### src/rtl/alu_decode_stage_pkg.sv
// Shared encodings for the decode stage: ALU function codes, RV32I opcodes,
// operand-A selects and the decoded bundle carried through the stage.
package alu_decode_stage_pkg;

    localparam logic [3:0] ALU_ADD  = 4'd0;
    localparam logic [3:0] ALU_SUB  = 4'd1;
    localparam logic [3:0] ALU_SLL  = 4'd2;
    localparam logic [3:0] ALU_SLT  = 4'd3;
    localparam logic [3:0] ALU_SLTU = 4'd4;
    localparam logic [3:0] ALU_XOR  = 4'd5;
    localparam logic [3:0] ALU_SRL  = 4'd6;
    localparam logic [3:0] ALU_SRA  = 4'd7;
    localparam logic [3:0] ALU_OR   = 4'd8;
    localparam logic [3:0] ALU_AND  = 4'd9;
    localparam logic [3:0] ALU_PASS = 4'd10;

    localparam logic [6:0] OPC_OP     = 7'b0110011;
    localparam logic [6:0] OPC_OPIMM  = 7'b0010011;
    localparam logic [6:0] OPC_LUI    = 7'b0110111;
    localparam logic [6:0] OPC_AUIPC  = 7'b0010111;
    localparam logic [6:0] OPC_LOAD   = 7'b0000011;
    localparam logic [6:0] OPC_STORE  = 7'b0100011;
    localparam logic [6:0] OPC_JAL    = 7'b1101111;
    localparam logic [6:0] OPC_JALR   = 7'b1100111;
    localparam logic [6:0] OPC_BRANCH = 7'b1100011;

    localparam logic [1:0] ASEL_RS1  = 2'd0;
    localparam logic [1:0] ASEL_PC   = 2'd1;
    localparam logic [1:0] ASEL_ZERO = 2'd2;

    typedef struct packed {
        logic [3:0]  alufn;
        logic [1:0]  a_sel;
        logic        b_sel;
        logic        swap;
        logic [31:0] imm;
        logic [4:0]  rs1;
        logic [4:0]  rs2;
        logic [4:0]  rd;
        logic        we;
        logic        illegal;
        logic [31:0] pc;
    } bundle_t;

    // Register/immediate arithmetic shares funct3; alt selects SUB/SRA.
    function automatic logic [3:0] f3_alufn(input logic [2:0] f3, input logic alt);
        case (f3)
            3'b000:  return alt ? ALU_SUB : ALU_ADD;
            3'b001:  return ALU_SLL;
            3'b010:  return ALU_SLT;
            3'b011:  return ALU_SLTU;
            3'b100:  return ALU_XOR;
            3'b101:  return alt ? ALU_SRA : ALU_SRL;
            3'b110:  return ALU_OR;
            default: return ALU_AND;
        endcase
    endfunction

endpackage

### src/rtl/alu_decode_stage_if.sv
// Fetch-side and execute-side handshake of the decode stage. The stage
// itself uses 'slave'; whatever drives fetch and consumes bundles uses 'master'.
interface alu_decode_stage_if;
    logic        flush;
    logic        in_valid;
    logic        in_ready;
    logic [31:0] in_instr;
    logic [31:0] in_pc;
    logic        out_valid;
    logic        out_ready;
    logic [3:0]  out_alufn;
    logic [1:0]  out_a_sel;
    logic        out_b_sel;
    logic        out_swap;
    logic [31:0] out_imm;
    logic [4:0]  out_rs1;
    logic [4:0]  out_rs2;
    logic [4:0]  out_rd;
    logic        out_we;
    logic        out_illegal;
    logic [31:0] out_pc;

    modport slave (
        input  flush, in_valid, in_instr, in_pc, out_ready,
        output in_ready, out_valid, out_alufn, out_a_sel, out_b_sel, out_swap,
               out_imm, out_rs1, out_rs2, out_rd, out_we, out_illegal, out_pc
    );

    modport master (
        output flush, in_valid, in_instr, in_pc, out_ready,
        input  in_ready, out_valid, out_alufn, out_a_sel, out_b_sel, out_swap,
               out_imm, out_rs1, out_rs2, out_rd, out_we, out_illegal, out_pc
    );
endinterface

### src/rtl/alu_decode_comb.sv
// Purely combinational RV32I decode: instruction word -> ALU control bundle.
// Illegal encodings come out as a clean ADD bundle with every select at zero.
module alu_decode_comb
    import alu_decode_stage_pkg::*;
(
    input  logic [31:0] instr_i,
    input  logic [31:0] pc_i,
    output bundle_t     bundle_o
);
    logic [6:0]  opc;
    logic [2:0]  f3;
    logic [6:0]  f7;
    logic [31:0] imm_i, imm_s, imm_b, imm_u, imm_j;
    logic        legal, wr;

    assign opc   = instr_i[6:0];
    assign f3    = instr_i[14:12];
    assign f7    = instr_i[31:25];
    assign imm_i = {{20{instr_i[31]}}, instr_i[31:20]};
    assign imm_s = {{20{instr_i[31]}}, instr_i[31:25], instr_i[11:7]};
    assign imm_b = {{19{instr_i[31]}}, instr_i[31], instr_i[7], instr_i[30:25], instr_i[11:8], 1'b0};
    assign imm_u = {instr_i[31:12], 12'h000};
    assign imm_j = {{11{instr_i[31]}}, instr_i[31], instr_i[19:12], instr_i[20], instr_i[30:21], 1'b0};

    always_comb begin
        bundle_o     = '0;
        bundle_o.rs1 = instr_i[19:15];
        bundle_o.rs2 = instr_i[24:20];
        bundle_o.rd  = instr_i[11:7];
        bundle_o.pc  = pc_i;
        legal        = 1'b1;
        wr           = 1'b0;
        case (opc)
            OPC_OP: begin
                bundle_o.alufn = f3_alufn(f3, f7[5]);
                bundle_o.swap  = (f3 == 3'b010) || (f3 == 3'b011);
                legal = (f7 == 7'h00) || (f7 == 7'h20 && (f3 == 3'b000 || f3 == 3'b101));
                wr    = 1'b1;
            end
            OPC_OPIMM: begin
                bundle_o.alufn = f3_alufn(f3, (f3 == 3'b101) && f7[5]);
                bundle_o.swap  = (f3 == 3'b010) || (f3 == 3'b011);
                bundle_o.b_sel = 1'b1;
                bundle_o.imm   = imm_i;
                if (f3 == 3'b001)      legal = (f7 == 7'h00);
                else if (f3 == 3'b101) legal = (f7 == 7'h00) || (f7 == 7'h20);
                wr = 1'b1;
            end
            OPC_LUI: begin
                // A forced to zero so the bundle is also correct as an ADD.
                bundle_o.alufn = ALU_PASS;
                bundle_o.a_sel = ASEL_ZERO;
                bundle_o.b_sel = 1'b1;
                bundle_o.imm   = imm_u;
                wr = 1'b1;
            end
            OPC_AUIPC: begin
                bundle_o.a_sel = ASEL_PC;
                bundle_o.b_sel = 1'b1;
                bundle_o.imm   = imm_u;
                wr = 1'b1;
            end
            OPC_LOAD: begin
                bundle_o.b_sel = 1'b1;
                bundle_o.imm   = imm_i;
                legal = (f3 != 3'b011) && (f3 != 3'b110) && (f3 != 3'b111);
                wr    = 1'b1;
            end
            OPC_STORE: begin
                bundle_o.b_sel = 1'b1;
                bundle_o.imm   = imm_s;
                legal = !f3[2] && (f3 != 3'b011);
            end
            OPC_JALR: begin
                bundle_o.b_sel = 1'b1;
                bundle_o.imm   = imm_i;
                legal = (f3 == 3'b000);
                wr    = 1'b1;
            end
            OPC_JAL: begin
                bundle_o.a_sel = ASEL_PC;
                bundle_o.b_sel = 1'b1;
                bundle_o.imm   = imm_j;
                wr = 1'b1;
            end
            OPC_BRANCH: begin
                bundle_o.imm = imm_b;
                case (f3[2:1])
                    2'b00:   bundle_o.alufn = ALU_SUB;
                    2'b10:   begin bundle_o.alufn = ALU_SLT;  bundle_o.swap = 1'b1; end
                    2'b11:   begin bundle_o.alufn = ALU_SLTU; bundle_o.swap = 1'b1; end
                    default: legal = 1'b0;
                endcase
            end
            default: legal = 1'b0;
        endcase
        if (!legal) begin
            bundle_o.alufn = ALU_ADD;
            bundle_o.a_sel = ASEL_RS1;
            bundle_o.b_sel = 1'b0;
            bundle_o.swap  = 1'b0;
            bundle_o.imm   = '0;
        end
        bundle_o.illegal = !legal;
        bundle_o.we      = legal && wr && (bundle_o.rd != 5'd0);
    end
endmodule

### src/rtl/alu_decode_stage.sv
// Registered decode stage: decodes at the input, then holds bundles in a main
// register M (drives outputs) and an optional skid register S.
module alu_decode_stage
    import alu_decode_stage_pkg::*;
#(
    parameter bit SKID = 1'b1
) (
    input logic                 clk,
    input logic                 rst,
    alu_decode_stage_if.slave   bus
);
    bundle_t dec, m_q, m_d, s_q, s_d;
    logic    m_vld_q, m_vld_d, s_vld_q, s_vld_d;
    logic    in_ready, acc, m_free;

    alu_decode_comb u_dec (
        .instr_i  (bus.in_instr),
        .pc_i     (bus.in_pc),
        .bundle_o (dec)
    );

    // With SKID, in_ready depends only on a flop, breaking the out_ready path.
    assign in_ready = SKID ? !s_vld_q : (bus.out_ready || !m_vld_q);
    assign acc      = bus.in_valid && in_ready && !bus.flush;
    assign m_free   = !m_vld_q || bus.out_ready;

    always_comb begin
        m_d     = m_q;
        s_d     = s_q;
        m_vld_d = m_vld_q;
        s_vld_d = s_vld_q;
        if (bus.flush) begin
            m_vld_d = 1'b0;
            s_vld_d = 1'b0;
        end else if (m_free) begin
            if (s_vld_q) begin
                m_d     = s_q;
                m_vld_d = 1'b1;
                s_vld_d = 1'b0;
            end else begin
                m_vld_d = acc;
                if (acc) m_d = dec;
            end
        end else if (acc && SKID) begin
            s_d     = dec;
            s_vld_d = 1'b1;
        end
    end

    always_ff @(posedge clk or posedge rst) begin
        if (rst) begin
            m_q     <= '0;
            s_q     <= '0;
            m_vld_q <= 1'b0;
            s_vld_q <= 1'b0;
        end else begin
            m_q     <= m_d;
            s_q     <= s_d;
            m_vld_q <= m_vld_d;
            s_vld_q <= s_vld_d;
        end
    end

    assign bus.in_ready    = in_ready;
    assign bus.out_valid   = m_vld_q;
    assign bus.out_alufn   = m_q.alufn;
    assign bus.out_a_sel   = m_q.a_sel;
    assign bus.out_b_sel   = m_q.b_sel;
    assign bus.out_swap    = m_q.swap;
    assign bus.out_imm     = m_q.imm;
    assign bus.out_rs1     = m_q.rs1;
    assign bus.out_rs2     = m_q.rs2;
    assign bus.out_rd      = m_q.rd;
    assign bus.out_we      = m_q.we;
    assign bus.out_illegal = m_q.illegal;
    assign bus.out_pc      = m_q.pc;
endmodule

### src/flat_wrapper.sv
// flat-port wrapper written by rule: the top's interface ports become plain ports
module alu_decode_stage_flat import alu_decode_stage_pkg::*;
#(
    parameter bit SKID = 1'b1
)
  (clk, rst, bus_flush, bus_in_valid, bus_in_instr, bus_in_pc, bus_out_ready, bus_in_ready, bus_out_valid, bus_out_alufn, bus_out_a_sel, bus_out_b_sel, bus_out_swap, bus_out_imm, bus_out_rs1, bus_out_rs2, bus_out_rd, bus_out_we, bus_out_illegal, bus_out_pc);
  alu_decode_stage_if bus_i ();
  input logic clk;
  input logic rst;
  input wire logic [$bits(bus_i.flush)-1:0] bus_flush;
  input wire logic [$bits(bus_i.in_valid)-1:0] bus_in_valid;
  input wire logic [$bits(bus_i.in_instr)-1:0] bus_in_instr;
  input wire logic [$bits(bus_i.in_pc)-1:0] bus_in_pc;
  input wire logic [$bits(bus_i.out_ready)-1:0] bus_out_ready;
  output wire logic [$bits(bus_i.in_ready)-1:0] bus_in_ready;
  output wire logic [$bits(bus_i.out_valid)-1:0] bus_out_valid;
  output wire logic [$bits(bus_i.out_alufn)-1:0] bus_out_alufn;
  output wire logic [$bits(bus_i.out_a_sel)-1:0] bus_out_a_sel;
  output wire logic [$bits(bus_i.out_b_sel)-1:0] bus_out_b_sel;
  output wire logic [$bits(bus_i.out_swap)-1:0] bus_out_swap;
  output wire logic [$bits(bus_i.out_imm)-1:0] bus_out_imm;
  output wire logic [$bits(bus_i.out_rs1)-1:0] bus_out_rs1;
  output wire logic [$bits(bus_i.out_rs2)-1:0] bus_out_rs2;
  output wire logic [$bits(bus_i.out_rd)-1:0] bus_out_rd;
  output wire logic [$bits(bus_i.out_we)-1:0] bus_out_we;
  output wire logic [$bits(bus_i.out_illegal)-1:0] bus_out_illegal;
  output wire logic [$bits(bus_i.out_pc)-1:0] bus_out_pc;
  assign bus_i.flush = bus_flush;
  assign bus_i.in_valid = bus_in_valid;
  assign bus_i.in_instr = bus_in_instr;
  assign bus_i.in_pc = bus_in_pc;
  assign bus_i.out_ready = bus_out_ready;
  assign bus_in_ready = bus_i.in_ready;
  assign bus_out_valid = bus_i.out_valid;
  assign bus_out_alufn = bus_i.out_alufn;
  assign bus_out_a_sel = bus_i.out_a_sel;
  assign bus_out_b_sel = bus_i.out_b_sel;
  assign bus_out_swap = bus_i.out_swap;
  assign bus_out_imm = bus_i.out_imm;
  assign bus_out_rs1 = bus_i.out_rs1;
  assign bus_out_rs2 = bus_i.out_rs2;
  assign bus_out_rd = bus_i.out_rd;
  assign bus_out_we = bus_i.out_we;
  assign bus_out_illegal = bus_i.out_illegal;
  assign bus_out_pc = bus_i.out_pc;
  alu_decode_stage #(.SKID(SKID)) u_core (.clk(clk), .rst(rst), .bus(bus_i));
endmodule
### config.mk
export PLATFORM = sky130hd
export DESIGN_NAME = alu_decode_stage_flat
export DESIGN_NICKNAME = d
export VERILOG_FILES = /design/src/rtl/alu_decode_stage_pkg.sv /design/src/rtl/alu_decode_stage_if.sv /design/src/rtl/alu_decode_comb.sv /design/src/rtl/alu_decode_stage.sv /design/src/flat_wrapper.sv
export SDC_FILE = /design/constraint.sdc
export NUM_CORES = 1
export LEC_CHECK = 0
export CAP_MARGIN = 20
export CORE_MARGIN = 5
export CORE_UTILIZATION = 25
export DETAILED_ROUTE_END_ITERATION = 8
export PLACE_DENSITY = 0.5
export SYNTH_ARGS = -nofsm -noshare
export SYNTH_HDL_FRONTEND = slang
export SYNTH_SLANG_ARGS = --single-unit
### constraint.sdc
create_clock -name clk -period 6.7 [get_ports clk]
set_input_delay 1.675 -clock clk [delete_from_list [all_inputs] [get_ports clk]]
set_output_delay 1.675 -clock clk [all_outputs]
set_load 0.03 [all_outputs]
# ---- Yosys cells after proc, flatten, opt, wreduce, memory -nomap -nowiden
# Index checks and enable logic that the tools add are counted.
dict set report word_totals {
  ff_bits 180
  in_bits 69
  output_inout_bits 91
  wordCells 111
}
dict set report op_classes {
  n_eq_ne 21
  mux 27
  bitwise_logic 2
  reduce_logical 37
}
# operator count
set op_table {}
lappend op_table {{$mux W89} 2}
lappend op_table {{$pmux W32 S5} 1}
lappend op_table {{$pmux W4 S7} 2}
lappend op_table {{$mux W40} 1}
lappend op_table {{$eq A7 B6 Y1 const B} 4}
lappend op_table {{$eq A7 B7 Y1 const B} 3}
lappend op_table {{$mux W1} 16}
lappend op_table {{$pmux W4 S4} 1}
lappend op_table {{$eq A7 B5 Y1 const B} 2}
lappend op_table {{$reduce_or A7 Y1} 2}
lappend op_table {{$eq A3 B3 Y1 const B} 3}
lappend op_table {{$logic_and A1 B1 Y1} 9}
lappend op_table {{$pmux W3 S3} 1}
lappend op_table {{$reduce_or A3 Y1} 3}
lappend op_table {{$reduce_or A2 Y1} 4}
lappend op_table {{$eq A7 B2 Y1 const B} 1}
lappend op_table {{$logic_not A7 Y1} 1}
lappend op_table {{$pmux W1 S7} 1}
lappend op_table {{$eq A3 B2 Y1 const B} 2}
lappend op_table {{$ne A3 B3 Y1 const B} 2}
lappend op_table {{$reduce_and A3 Y1} 2}
lappend op_table {{$logic_not A1 Y1} 5}
lappend op_table {{$logic_or A1 B1 Y1} 5}
lappend op_table {{$reduce_bool A5 Y1} 1}
lappend op_table {{10 further kinds} 13}

# ---- Longest topological paths before layout
# Gate-level depths: netlist of run 1.
dict set report depth {
  ltp_word 9
  ltp_mapped 8
  depth_no_buf 5
}

# ---- By module
# A second synthesis of run 1 with hierarchy kept.
dict set report hier_totals {
  hier_cells 701
  area_unflattened_um2 9165.0
}
# mod n_inst cells_each area_each_um2 seq_area_each_um2
set modules_own_cells {}
lappend modules_own_cells {alu_decode_stage 1 485 7772.5 4504.3}
lappend modules_own_cells {alu_decode_comb 1 216 1392.6 0.0}

# ---- Worst setup path before layout of run 1
# Ideal clock, no wire load.
dict set report synth_path {
  kind {input port to flip-flop}
  from {input bus_in_instr[6]}
  to {register u_core.s_q[52] in the netlist's numbering}
  setup_time_ns 0.094
  arrival_ns 2.959
  t_required_ns 6.606
  slack_ns 3.647
  cell_stages 8
  path_buffers 3
  cell_sequence {buf_2 nand2b_1 nor2_4 o2111a_2 nor3_2 buf_6 buf_12 o31ai_2}
}
dict set report synth_via {
  elab_chain_cells 4
  word_cells_on_any_way 15
  cone_classes {9 x eq/ne; 3 x mux; 3 x reduce/logical}
}
# item line_no
set synth_lines {}
lappend synth_lines {{from (decl)} flat_wrapper.sv:12} ;# input wire logic [$bits(bus_i.in_instr)-1:0] bus_in_instr;
lappend synth_lines {{$eq A7 B7 Y1, or another cell as far along} alu_decode_comb.sv:33} ;# case (opc)
lappend synth_lines {{$reduce_or A3 Y1 (no source line) / $reduce_or A2 Y1 (equally long branches)} n/a}
lappend synth_lines {{$pmux W1 S7 / $pmux W32 S5 (equally long branches)} alu_decode_comb.sv:33}
lappend synth_lines {{$mux W40 *} alu_decode_comb.sv:97} ;# if (!legal) begin
lappend synth_lines {{to (signal assigned)} alu_decode_stage.sv:53} ;# s_q <= '0;
lappend synth_lines {{to (signal assigned)} alu_decode_stage.sv:58} ;# s_q <= s_d;
lappend synth_lines {{to (decl)} alu_decode_stage.sv:12} ;# bundle_t dec, m_q, m_d, s_q, s_d;
# Every way passes the cells marked *; elsewhere a longest branch is shown, timed or not.
# A chain may end at the register's enable or synchronous reset.

# ---- Worst setup path in the final report of run 1
dict set report layout_path {
  from {input bus_in_instr[13]}
  to {register u_core.s_q[59] in the netlist's numbering}
}
dict set report layout_via {
  elab_chain_cells 6
  word_cells_on_any_way 21
  cone_classes {7 x eq/ne; 5 x mux; 9 x reduce/logical}
}
# item line_no
set layout_lines {}
lappend layout_lines {{$eq A3 B3 Y1 / $logic_not A3 Y1 (equally long branches)} {alu_decode_comb.sv:37, alu_decode_comb.sv:46, alu_decode_comb.sv:77}}
lappend layout_lines {{$logic_or A1 B1 Y1} alu_decode_comb.sv:37} ;# legal = (f7 == 7'h00) || (f7 == 7'h20 && (f3 == 3'b000 || f3 == 3'b101));
lappend layout_lines {{$logic_and A1 B1 Y1} alu_decode_comb.sv:37}
lappend layout_lines {{$logic_or A1 B1 Y1} alu_decode_comb.sv:37}
lappend layout_lines {{$pmux W1 S7 *} alu_decode_comb.sv:33}
lappend layout_lines {{$mux W40 *} alu_decode_comb.sv:97}
# Marked as above.

==> results of run 1 <==
-- routing by layer --
metal	global-route usage	up-vias	wire (um)
li1	-	3274	-
met1	0.1920	3250	12170
met2	0.2204	183	12280
met3	0.02971	14	1360
met4	0.03016	0	239
met5	0	-	0
-- logic make-up (layout without fill, tap and decap cells) --
family | count (synthesis) | count (layout)
buffers and inverters | 74 | 206
AND/OR/NAND/NOR | 351 | 351
AO/OA/AOI/OAI | 225 | 225
multiplexers | 50 | 50
flip-flops | 180 | 180
-- metrics by stage --
| stage | total power, W | worst slack, ns |
|---|---|---|
| final | 0.002694 | 2.596 |
| after global routing | 0.002834 | 2.485 |
| after CTS | 0.002743 | 2.618 |
| after detailed placement | 0.001759 | 2.158 |
| after global placement | 0.001751 | 2.200 |
| after floorplan | 0.001541 | 0.1380 |
-- area by class of cell --
cell class / count / area [sq um]
Fill cell: 3478 / 22540
Sequential cell: 180 / 4508
Multi-Input combinational cell: 626 / 3595
Timing Repair Buffer: 169 / 1667
Tap cell: 448 / 560.5
Clock buffer: 19 / 442.9
Clock inverter: 12 / 107.6
Inverter: 6 / 30.03
-- registers in the layout, indices dropped and copies added, names as in the netlist --
register,count
u_core.s_q,89
u_core.bus.out_a_sel,2
u_core.bus.out_we,1
u_core.s_vld_q,1
u_core.bus.out_pc,32
u_core.bus.out_swap,1
u_core.bus.out_imm,32
u_core.bus.out_rs2,5
u_core.bus.out_b_sel,1
u_core.bus.out_alufn,4
u_core.bus.out_rs1,5
u_core.bus.out_illegal,1
u_core.bus.out_rd,5
u_core.bus.out_valid,1
-- worst paths after layout --
| kind | start | endpoint | slack, ns | cells after the start |
|---|---|---|---|---|
| max | bus_in_instr[13] | u_core.s_q[59]$_DFFE_PP0P_ | 2.60 | 7 |
| min | u_core.s_q[78]$_DFFE_PP0P_ | u_core.s_q[78]$_DFFE_PP0P_ | 0.47 | 2 |
| max reg2reg | u_core.s_vld_q$_DFFE_PP0P_ | u_core.bus.out_pc[8]$_DFFE_PP0P_ | 3.93 | 4 |
| min reg2reg | u_core.s_q[78]$_DFFE_PP0P_ | u_core.s_q[78]$_DFFE_PP0P_ | 0.47 | 2 |
| max in group asynchronous | rst | u_core.bus.out_rd[4]$_DFFE_PP0P_ | 3.77 | 3 |
| min in group asynchronous | rst | u_core.s_q[8]$_DFFE_PP0P_ | 1.80 | 2 |
-- placed cells by master, fill, tap and decap left out, types with 2 or more instances in the layout --
cell type,synthesis,final
a31oi_1,7,7
nand3_1,10,10
o31ai_1,6,6
nor3_4,1,2
o31ai_2,24,24
nand4_1,7,7
mux2_2,2,2
o21ai_0,96,96
a22oi_1,5,5
nor2_1,15,15
inv_6,0,2
nand2b_1,6,6
nor3_1,7,6
buf_4,0,10
a21oi_1,63,63
clkinv_2,0,4
a211oi_1,2,2
inv_1,5,4
nand2_1,245,244
nor3_2,2,2
nor2b_1,3,3
and3_1,41,41
o21ai_1,6,6
clkinv_4,0,2
dfrtp_1,180,179
clkbuf_16,0,17
o31ai_4,5,5
mux2i_1,48,48
clkdlybuf4s50_1,0,159
clkinvlp_4,0,3
-- power by group --
part | internal [W] | switching (W) | total (W)
Combinational | 0.000184 | 0.000284 | 0.000468
Sequential | 0.00120 | 0.0000610 | 0.00126
Clock | 0.000521 | 0.000443 | 0.000964
Total | 0.00191 | 0.000788 | 0.00269
-- worst max-delay path, stage by stage --
cell and delay [ns]:
clkdlybuf4s50_1 0.80, nand2b_1 0.20, a21oi_1 0.08, o2111a_2 0.30
nor3_4 0.50, buf_4 0.60, o21ai_0 0.20
==> qor.log, run 1 <==
[cts] root buf cell clkbuf_16
[sta] endpoints failing hold 0
[layout] proportion of layout cells with a drive suffix above 1 0.08893
[logic_synthesis] main combinational cell family by area after synthesis simple AND/OR/NAND/NOR gates
[setup_path] startpoint types primary input
[cts] # hold bufs at CTS 0
[sta] accumulated negative setup slack 0 ns
[sta] WHS 0.4706 ns
[sta] transition time at the pin with the least slew margin 1.038 ns
[logic_synthesis] average cell area after synthesis 9.587 sq um
[sta] final critical path time including I/O delays and setup 4.104 ns
[layout] final std cell area, no fill 10910 sq um
[floorplan] effective utilization at floorplan 0.2522
[pwr] Pwr per Cell Area 246.9 nW/um^2
[hold_path] path category of the worst min-delay check register to register
[setup_path] peak fanout along the critical path 38
[floorplan] Die Span X 193.7 um
[setup_path] arrival time worst endpoint 4.38 ns
[sta] setup repair after global routing missed its margin false
[cts] total setup buffers inserted after CTS 0
[logic_synthesis] synthesized netlist cell count 880
[route] vias per cell 4.603
[sta] achievable clock frequency 0.2436 GHz
[logic_synthesis] synth top area cells dfrtp_1 (53%), nand2_1 (11%), mux2i_1 (5.7%)
[cts] number of gates resized after cts 0
[logic_synthesis] post-synthesis compound-gate area fraction 0.1757
[logic_synthesis] fraction of synthesized cell area in xor and xnor cells 0
[cts] Reg clk slew, reported paths 0.07 ns
[global_route] first-pass GRT wire length 41.01 mm
[logic_synthesis] sequential element share of the synthesized area 0.5339
[pwr] Static Leakage 4.676 nW
[logic_synthesis] share of the synthesized area in the top cell type 0.5339
[floorplan] Die Span Y 193.7 um
[layout] Non-Filler Instances 1460
[sta] post-route fraction of the period consumed by the critical path 0.6126
[layout] Layout Utilization 0.3262
[logic_synthesis] share of synthesized area spent on multiplexers 0.05962
[logic_synthesis] total of flip-flops plus latches after synthesis 180
[sta] Pins Over Slew Limit 0
[cts] Bufs on Longest Clock Path 2
[logic_synthesis] most instantiated cells after synthesis nand2_1 (245), dfrtp_1 (180), o21ai_0 (96), a21oi_1 (63), mux2i_1 (48)
[logic_synthesis] count of flip-flops with a built-in enable after synthesis 0
[logic_synthesis] adder and majority cell fraction of the synthesized area 0
[cts] CTS buffer count 17
[global_route] grt ovf 0
[route] final wirelength 26.05 mm
[route] number of optimization iterations in the first detailed-route pass 5
[cts] count of H-tree levels built during CTS 4
[floorplan] number of rows in the core area 67
[route] via count 6721
[cts] clock tree from TritonCTS built
[floorplan] total die area 37520 sq um
[pwr] worst vdd ir 0.1659 mV
[place] number of buffers inserted by port buffering 159
[floorplan] total I/O pin count 160
[place] placed cell count 1429
[global_route] initial antenna violation count 0
[place] RePlAce Congestion 0.8009
[global_route] GRT Resource Usage Total 0.1375
[sta] Max-Slew Margin vs Limit 0.3082
[logic_synthesis] warning count from the yosys run 0
[floorplan] Core Area 33450 sq um
[route] post-detailed-route wirelength per cell 17.84 um
[cts] Clk Latency, worst-skew pair 0.42 ns
[logic_synthesis] library cells used by synthesis 54
[logic_synthesis] Most used DFF post-synth dfrtp_1
[logic_synthesis] cell type with the largest total area after synthesis dfrtp_1
[logic_synthesis] most used standard cell by instance count after synthesis nand2_1
[sta] Final setup violation count 0
[global_route] via count of the first global-routing pass 6615
[route] number of nets still failing antenna checks after routing 0
[route] starting DRC count in detailed routing 379
[layout] layout-stage area growth over the synthesis result 29.32%
[outcome] run status finished, final reports clean
[layout] fin nets 1069
[route] drc violations 0
[job] number of max-capacitance violations reported 0
[logic_synthesis] netlist area before placement 8437 sq um
[logic_synthesis] basic-gate share of the synthesized area counting and, or, nand and nor cells 0.1878
[sta] worst-case clock skew 0.006284 ns
[layout] Antenna Cells 0
[place] post-placement cell area 10360 sq um
[logic_synthesis] Post-synth ARST share 1.000
[setup_path] critical path capture point type register
[logic_synthesis] syn nets 949
[cts] clock net sink count 180
[place] post-detail-place hpwl 17.28 mm
[setup_path] WP data required 6.98 ns
[setup_path] worst setup path class primary input to register
[global_route] pin count of the biggest net entering global routing 109
(Power assumes the default switching activity.)
==> run 2, diff against run 1 <==
--- a/config.mk
+++ b/config.mk
@@ -9,7 +9,7 @@
 export CORE_MARGIN = 5
 export CORE_UTILIZATION = 25
 export DETAILED_ROUTE_END_ITERATION = 8
-export PLACE_DENSITY = 0.5
+export PLACE_DENSITY = 0.48
 export SYNTH_ARGS = -nofsm -noshare
 export SYNTH_HDL_FRONTEND = slang
 export SYNTH_SLANG_ARGS = --single-unit
==> constraint.sdc (replaced) <==
create_clock -name clk -period 4.15 [get_ports clk]
set_input_delay 1.0375 -clock clk [delete_from_list [all_inputs] [get_ports clk]]
set_output_delay 1.0375 -clock clk [all_outputs]
set_load 0.03 [all_outputs]
==> run 2 against run 1 <==
- utilization increased by 0.45 points
- worst setup slack got worse by 1.8 ns
- final cell count increased by 0.75%
- routed wire length increased by 0.93%
- critical path depth decreased by 4
- power increased by 63%
- global-route usage increased by 0.14 points
- non-clock buffer count increased by 10
- via count increased by 0.19%
- register-to-register slack got worse by 2.5 ns
==> qor.log, run 2 (synthesis gave the netlist of run 1 again) <==
[outcome] run status finished, final reports clean [unchanged]
[hold_path] path category of the worst min-delay check register to register [unchanged]
[cts] clock tree from TritonCTS built [unchanged]
[setup_path] WP data required 3.11 ns [was 6.98 ns]
[layout] register with the highest flop count u_core.s_q [unchanged]
[pwr] worst vdd ir 0.2859 mV [was 0.1659 mV]
[setup_path] critical path capture point type output port [was register]
[floorplan] number of rows in the core area 67 [unchanged]
[route] post-detailed-route wirelength per cell 17.87 um [was 17.84 um]
[route] vias per cell 4.578 [was 4.603]
[layout] most frequent standard cell in the layout excluding fill and tap cells nand2_1 [unchanged]
[cts] # hold bufs at CTS 0 [unchanged]
[layout] fin nets 1079 [was 1069]
[setup_path] CP max-delay cell dfrtp_4 [was clkdlybuf4s50_1]
[layout] layout-stage area growth over the synthesis result 31.11% [was 29.32%]
[floorplan] Core Area 33450 sq um [unchanged]
[global_route] via count of the first global-routing pass 6738 [was 6615]
[sta] Max-Slew Margin vs Limit 0.4372 [was 0.3082]
[layout] Largest register FFs 89 [unchanged]
[pwr] Static Leakage 4.751 nW [was 4.676 nW]
[sta] final critical path time including I/O delays and setup 3.359 ns
[cts] Bufs on Longest Clock Path 2 [unchanged]
[sta] achievable clock frequency 0.2977 GHz
[floorplan] Die Span X 193.7 um [unchanged]
[place] post-detail-place hpwl 17.72 mm [was 17.28 mm]
[hold_path] hold depth 2 [unchanged]
[route] drc violations 0 [unchanged]
[sta] Pins Over Slew Limit 0 [unchanged]
[setup_path] setup slack, reg-to-reg 1.45 ns [was 3.93 ns]
[place] post-placement cell area 10490 sq um [was 10360 sq um]
[setup_path] arrival time worst endpoint 2.32 ns [was 4.38 ns]
[place] placed cell count 1439 [was 1429]
[global_route] first-pass GRT wire length 41.34 mm [was 41.01 mm]
[sta] post-route fraction of the period consumed by the critical path 0.8093
[cts] CTS buffer count 17 [unchanged]
[layout] Non-Filler Instances 1471 [was 1460]
[setup_path] startpoint types register [was primary input]
[global_route] initial antenna violation count 0 [unchanged]
[route] via count 6734 [was 6721]
[sta] setup repair after global routing missed its margin false [unchanged]
[route] number of nets still failing antenna checks after routing 0 [unchanged]
[cts] clock net sink count 180 [unchanged]
[setup_path] delay of the slowest critical-path stage 0.85 ns [was 0.80 ns]
[setup_path] worst setup path class register to output port [was primary input to register]
[setup_path] CP cell instances clkinv_1 > buf_4 > clkdlybuf4s50_1 [was clkdlybuf4s50_1 > nand2b_1 > a21oi_1 > o2111a_2 > nor3_4 > buf_4 > o21ai_0]
[route] number of optimization iterations in the first detailed-route pass 5 [unchanged]
[floorplan] Die Span Y 193.7 um [unchanged]
[place] RePlAce Congestion 0.8483 [was 0.8009]
[layout] Antenna Cells 0 [unchanged]
[cts] Reg clk slew, reported paths 0.07 ns [about the same]
[cts] total setup buffers inserted after CTS 0 [unchanged]
[global_route] grt ovf 0 [unchanged]
[floorplan] total I/O pin count 160 [unchanged]
[route] starting DRC count in detailed routing 434 [was 379]
[global_route] GRT Resource Usage Total 0.1389 [was 0.1375]
[job] number of max-capacitance violations reported 0 [unchanged]
[sta] transition time at the pin with the least slew margin 0.8424 ns [was 1.038 ns]
[cts] number of gates resized after cts 0 [unchanged]
[sta] Final setup violation count 0 [unchanged]
[layout] most frequent cells in the layout nand2_1 (244), dfrtp_1 (179), clkdlybuf4s50_1 (159), o21ai_0 (96), a21oi_1 (63) [unchanged]
[layout] final std cell area, no fill 11060 sq um [was 10910 sq um]
[sta] accumulated negative setup slack 0 ns [unchanged]
[place] number of buffers inserted by port buffering 159 [unchanged]
[floorplan] total die area 37520 sq um [unchanged]
[sta] endpoints failing hold 0 [unchanged]
[global_route] pin count of the biggest net entering global routing 137 [was 109]
[route] final wirelength 26.29 mm [was 26.05 mm]
[cts] root buf cell clkbuf_16 [unchanged]
[pwr] Pwr per Cell Area 397.8 nW/um^2 [was 246.9 nW/um^2]
[setup_path] peak fanout along the critical path 35 [was 38]
[cts] count of H-tree levels built during CTS 4 [unchanged]
[setup_path] R2R cell count 5 [was 4]
[layout] proportion of layout cells with a drive suffix above 1 0.09775 [was 0.08893]
[floorplan] effective utilization at floorplan 0.2522 [unchanged]
[sta] worst-case clock skew 0.009023 ns [was 0.006284 ns]
[cts] Clk Latency, worst-skew pair 0.43 ns [was 0.42 ns]
-- run 2: report_power, final --
part,switching (W),internal [W]
registers,0.000100,0.00194
clock network,0.000740,0.000857
logic,0.000459,0.000307
-- run 2: per-stage QoR --
step | power (W) | utilization | hold WS [ns] | setup slack [ns]
after floorplan | 0.002488 | - | 0.4408 | 0.8039
after global placement | 0.002841 | 0.3137 | 0.4537 | 0.6619
after detailed placement | 0.002855 | 0.3137 | 0.4613 | 0.6245
after CTS | 0.004480 | 0.3307 | 0.4780 | 0.7619
after global routing | 0.004629 | 0.3307 | 0.4914 | 0.6693
final | 0.004401 | 0.3307 | 0.4725 | 0.7915
-- run 2: metal layers --
metal,global-route usage,share of wire
met5,0,0
met4,0.02964,0.0076
met3,0.02989,0.041
met2,0.2189,0.47
met1,0.1974,0.48
-- run 2: area by class of cell --
cell class	instances	area, sq um
clock buffer	20	446.7
clock inverter	12	121.4
fill	3436	22390
inverter	6	26.28
multi-input combinational	626	3595
sequential	180	4508
tap	448	560.5
timing repair buffer	179	1804
-- run 2: critical path: cells and delay by family (launching register included) --
kind	cells	cell delay [ns]
flip-flops	1	0.85
buffers and inverters	3	0.98
-- run 2: worst paths after layout --
| path | start | to |
|---|---|---|
| max in group asynchronous | rst | u_core.s_q[40]$_DFFE_PP0P_ |
| min in group asynchronous | rst | u_core.s_q[19]$_DFFE_PP0P_ |
| hold / removal | u_core.s_q[77]$_DFFE_PP0P_ | u_core.s_q[77]$_DFFE_PP0P_ |
| hold reg to reg | u_core.s_q[77]$_DFFE_PP0P_ | u_core.s_q[77]$_DFFE_PP0P_ |
| setup / recovery | u_core.s_vld_q$_DFFE_PP0P_ | bus_in_ready |
| setup reg to reg | u_core.s_vld_q$_DFFE_PP0P_ | u_core.bus.out_alufn[3]$_DFFE_PP0P_ |
